`config.mk`:
```
export PLATFORM = sky130hd
export DESIGN_NAME = pc_unit
export DESIGN_NICKNAME = d
export VERILOG_FILES = /design/src/rtl/pc_pkg.sv /design/src/rtl/ras_stack.sv /design/src/rtl/pc_unit.sv
export SDC_FILE = /design/constraint.sdc
export NUM_CORES = 1
export LEC_CHECK = 0
export ABC_AREA = 1
export CAP_MARGIN = 20
export CORE_MARGIN = 8
export CORE_UTILIZATION = 35
export DETAILED_ROUTE_END_ITERATION = 10
export GPL_ROUTABILITY_DRIVEN = 0
export GPL_TIMING_DRIVEN = 0
export PLACE_DENSITY_LB_ADDON = 0.15
export SLEW_MARGIN = 20
export SYNTH_ARGS = -nofsm -noshare
export SYNTH_HDL_FRONTEND = slang
export SYNTH_HIERARCHICAL = 1
export SYNTH_SLANG_ARGS = --single-unit
```
`constraint.sdc`:
```
create_clock -name clk -period 3.3 [get_ports clk]
set_clock_uncertainty 0.1 [all_clocks]
set_input_delay 0.495 -clock clk [delete_from_list [all_inputs] [get_ports clk]]
set_output_delay 0.495 -clock clk [all_outputs]
set_load 0.01 [all_outputs]
```
`src/rtl/pc_pkg.sv`:
```
// Shared definitions for the program-counter unit: command encoding and
// width-independent arithmetic helpers.
package pc_pkg;

  typedef enum logic [2:0] {
    CMD_HOLD    = 3'b000,
    CMD_INC     = 3'b001,
    CMD_LOAD    = 3'b010,
    CMD_BRANCH  = 3'b011,
    CMD_CALL    = 3'b100,
    CMD_RET     = 3'b101,
    CMD_CLR_ERR = 3'b110,
    CMD_RSVD    = 3'b111
  } cmd_e;

  // Sign-extends the low w bits of v to 32 bits; callers truncate to their width.
  function automatic logic [31:0] sext32(input logic [31:0] v, input int unsigned w);
    logic signed [31:0] s;
    s = signed'(v << (32 - w));
    return unsigned'(s >>> (32 - w));
  endfunction

endpackage

```
`src/rtl/ras_stack.sv`:
```
// Return-address stack: register-array LIFO with an occupancy counter.
// Pushes when full and pops when empty are ignored.
module ras_stack #(
  parameter int unsigned WIDTH = 13,
  parameter int unsigned DEPTH = 8
) (
  input  logic                       clk,
  input  logic                       rst,
  input  logic                       push,
  input  logic                       pop,
  input  logic [WIDTH-1:0]           push_data,
  output logic [WIDTH-1:0]           top,
  output logic [$clog2(DEPTH+1)-1:0] depth,
  output logic                       full,
  output logic                       empty
);

  localparam int unsigned DW = $clog2(DEPTH + 1);
  localparam int unsigned AW = (DEPTH > 1) ? $clog2(DEPTH) : 1;

  logic [WIDTH-1:0] mem [DEPTH];
  logic [DW-1:0]    count;

  assign depth = count;
  assign full  = (count == DW'(DEPTH));
  assign empty = (count == '0);
  assign top   = empty ? '0 : mem[AW'(count - DW'(1))];

  always_ff @(posedge clk) begin
    if (!rst) begin
      count <= '0;
    end else if (push && !full) begin
      count <= count + DW'(1);
    end else if (pop && !empty) begin
      count <= count - DW'(1);
    end
  end

  // Storage is intentionally left unreset; only the counter defines validity.
  always_ff @(posedge clk) begin
    if (rst && push && !full) begin
      mem[AW'(count)] <= push_data;
    end
  end

endmodule

```
`src/rtl/pc_unit.sv`:
```
// Program-counter unit: PC register, command decode, next-PC mux and sticky
// overflow/underflow flags around a return-address stack.
module pc_unit
  import pc_pkg::*;
#(
  parameter int unsigned      WIDTH     = 13,
  parameter int unsigned      DEPTH     = 8,
  parameter int unsigned      OFF_W     = 8,
  parameter logic [WIDTH-1:0] RESET_VEC = '0
) (
  input  logic                       clk,
  input  logic                       rst,
  input  logic                       en,
  input  logic [2:0]                 cmd,
  input  logic [WIDTH-1:0]           target,
  input  logic [OFF_W-1:0]           offset,
  output logic [WIDTH-1:0]           pc_out,
  output logic [WIDTH-1:0]           ret_top,
  output logic [$clog2(DEPTH+1)-1:0] depth,
  output logic                       full,
  output logic                       empty,
  output logic                       ovf,
  output logic                       unf
);

  logic [WIDTH-1:0] pc_nxt;
  logic [WIDTH-1:0] pc_inc;
  logic [WIDTH-1:0] off_ext;
  logic             push;
  logic             pop;
  logic             ovf_nxt;
  logic             unf_nxt;

  assign pc_inc  = pc_out + WIDTH'(1);
  assign off_ext = WIDTH'(sext32(32'(offset), OFF_W));

  always_comb begin
    pc_nxt  = pc_out;
    push    = 1'b0;
    pop     = 1'b0;
    ovf_nxt = ovf;
    unf_nxt = unf;
    if (en) begin
      case (cmd_e'(cmd))
        CMD_INC:    pc_nxt = pc_inc;
        CMD_LOAD:   pc_nxt = target;
        CMD_BRANCH: pc_nxt = pc_out + off_ext;
        CMD_CALL: begin
          if (full) begin
            ovf_nxt = 1'b1;
          end else begin
            push   = 1'b1;
            pc_nxt = target;
          end
        end
        CMD_RET: begin
          if (empty) begin
            unf_nxt = 1'b1;
          end else begin
            pop    = 1'b1;
            pc_nxt = ret_top;
          end
        end
        CMD_CLR_ERR: begin
          ovf_nxt = 1'b0;
          unf_nxt = 1'b0;
        end
        default: ;
      endcase
    end
  end

  always_ff @(posedge clk) begin
    if (!rst) begin
      pc_out <= RESET_VEC;
      ovf    <= 1'b0;
      unf    <= 1'b0;
    end else begin
      pc_out <= pc_nxt;
      ovf    <= ovf_nxt;
      unf    <= unf_nxt;
    end
  end

  ras_stack #(
    .WIDTH(WIDTH),
    .DEPTH(DEPTH)
  ) u_ras (
    .clk      (clk),
    .rst      (rst),
    .push     (push),
    .pop      (pop),
    .push_data(pc_inc),
    .top      (ret_top),
    .depth    (depth),
    .full     (full),
    .empty    (empty)
  );

endmodule

```
==> flow_summary.yaml <==
layout:
  final_common_cell: "nand2_1"
  area_growth_pct: 25.98
  n_antenna_cell: 0
  drive_above_1_share_pct: 13.74
  fin_nets: 838
  final_cell_mix: "nand2_1 (136), nor2_1 (109), edfxtp_1 (104)"
clocking:
  root_buffer: "clkbuf_16"
  clock_path_buffers: 2
  cts_hold_buf: 0
  clock_latency_ps: 410
  cts.sinks: 123
  clkTransAtPathRegs_ps: 50
  tritoncts: "built"
  cts_buffers: 17
  ctsHtreeMaxLevel: 4
timing:
  slew_headroom_pct: 40.81
  timing.setup.tns_ps: 0
  setup_viol: 0
  whs_ps: 351.8
  clock.fmax_ghz: 0.3150
  fin_crit_ps: 3175
  fin_ws_ps: 125.4
  hold_viol_final: 0
  rsz0062_at_grt: "no"
  finalMaxSlewViolations: 0
  worst-slew-pin-transition_ps: 884.8
  min_period_over_period_pct: 96.20
synth:
  synth_compound_area_share_pct: 11.64
  synthArstFlopShare_pct: 0
  syn-cell-area_um2: 6449
  synth-seq-area-share_pct: 54.33
  synth-seq-cells: 123
  muxShareOfSynthArea_pct: 0
  yosys_warnings: 6
  synth_xor_area_share_pct: 1.766
  synth_cells: 707
  yosys.area_share.simple_pct: 22.24
  yosys_most_used_dff: "edfxtp_1"
  synthesis.nets: 750
  synth_edf_count: 104
  synth-adder-area-share_pct: 3.221
  synth_top_family_by_area: "simple AND/OR/NAND/NOR gates"
  ys_types: 41
  syn_area_per_cell_um2: 9.121
pwr:
  powerDensity_nw_per_um2: 509.5
  vdd_drop_max_mv: 0.3877
  cellLeakagePower_nw: 3.155
critical_path:
  worst_ep_arrival_time_ps: 2580
  cp_max_fo: 10
  worstPathRequired_ps: 2700
  end_kind: "output pin"
  start_kind: "register"
  criticalPathCategory: "register to output pin"
grt:
  grt_max_degree: 17
  overflow: 0
  antenna_found_initial: 0
  grt_pass1_wl_um: 30370
  grt_pass1_vias: 5261
  grt_use_total_pct: 17.70
route:
  route.detailed.drc: 0
  num_vias: 5395
  wl_per_cell_um: 19.15
  dr_wl_met3_um: 1144
  drt-total-wl_um: 19860
  first_iter_violations: 514
  viasPerCell: 5.203
  drt-met1-wl_um: 9007
  ant_nets: 0
  highest_layer: "met4"
  route.met2.wl_um: 9444
  drt_pre_antenna_iters: 6
outcome:
  status: "finished clean"
floorplan:
  pin_count: 61
  floorplan.initialDensity_pct: 35.78
  core_um2: 18020
  rows: 49
  die_w_um: 151.7
  die_h_um: 151.7
  design.die.area_um2: 23030
place:
  dp_hpwl_um: 14760
  port_buffers: 60
  place_ws_ps: -608.1
run:
  max-cap-violations: 0
hold_path:
  min_path_type: "register to register"
routing by layer:
layer  GRT usage, %  vias up
met5              0        -
met4          4.704        0
met3          4.010       20
met2          28.45      176
met1          23.58     2605
li1               -     2594
synth_stat cells, types with 10 or more instances:
library cell / instances / area, um2
a21oi_1: 26 / 130.1
dfxtp_1: 19 / 380.4
edfxtp_1: 104 / 3123
ha_1: 15 / 187.7
inv_1: 63 / 236.5
nand2_1: 136 / 510.5
nand3_1: 31 / 155.2
nand4_1: 13 / 81.33
nor2_1: 124 / 465.5
o21ai_0: 56 / 280.3
o21ai_1: 10 / 50.05
o22ai_1: 13 / 81.33
per-stage QoR:
step / util [%] / area, um2 / power, mW / instances
5_1_grt: 45.07 / 8124 / 4.290 / 1037
4_1_cts: 44.88 / 8089 / 4.150 / 1036
3_3_place_gp: 40.70 / 7336 / 2.315 / 996
2_1_floorplan: - / 6449 / 2.088 / 707
3_5_place_dp: 41.17 / 7421 / 2.323 / 1002
6_report: 45.07 / 8124 / 4.139 / 1037
critical path, stage by stage (launching register included):
cell and delay (ps):
dfxtp_2 370, inv_2 70, buf_6 160, buf_8 160, ha_4 310, clkbuf_8 190
o21ai_0 90, o211ai_1 250, nand2_1 160, nor2_4 130, dlygate4sd2_1 290
kinds of logic after synthesis:
| group | count (synthesis) |
|---|---|
| AOI/OAI and AO/OA | 127 |
| xor gates and xnor gates | 13 |
| adders and majority gates | 16 |
| buffers and inverters | 95 |
| DFF | 123 |
| and+or+nand+nor | 333 |
report_power, final:
part / total, mW / switching [mW] / leakage (nW) / internal [mW]
combinational: 0.577 / 0.362 / 1.78 / 0.215
sequential: 1.74 / 0.0281 / 1.10 / 1.71
clock: 1.82 / 0.638 / 0.271 / 1.18
cell type report:
type | count | area [um2]
buffer | 25 | 214.0
clock buffer | 24 | 451.7
clock inverter | 8 | 118.9
fill | 1743 | 9901
inverter | 70 | 272.8
multi-input combinational | 489 | 2631
sequential | 123 | 3505
tap | 229 | 286.5
timing repair buffer | 69 | 644.4
flip-flops by register name, indices dropped and copies added, names as in the netlist:
| signal | cells |
|---|---|
| u_ras/mem | 104 |
| pc_out | 13 |
| u_ras/depth | 4 |
| ovf | 1 |
| unf | 1 |
worst paths after layout:
check / end / from / depth (start not counted) / slack [ps]
hold / removal: ovf / ovf / 2 / 350
setup / recovery: ret_top[12] / u_ras/depth[0] / 10 / 130
setup reg to reg: u_ras/mem[2][10] / u_ras/depth[0] / 13 / 310
hold reg to reg: ovf / ovf / 2 / 350
timing repair:
item                       CTS  global route
setup endpoints to repair   55            20
pin swaps                    2             4
setup buffers                2             1
gates resized for setup     43            14
(Power assumes the default switching activity.)
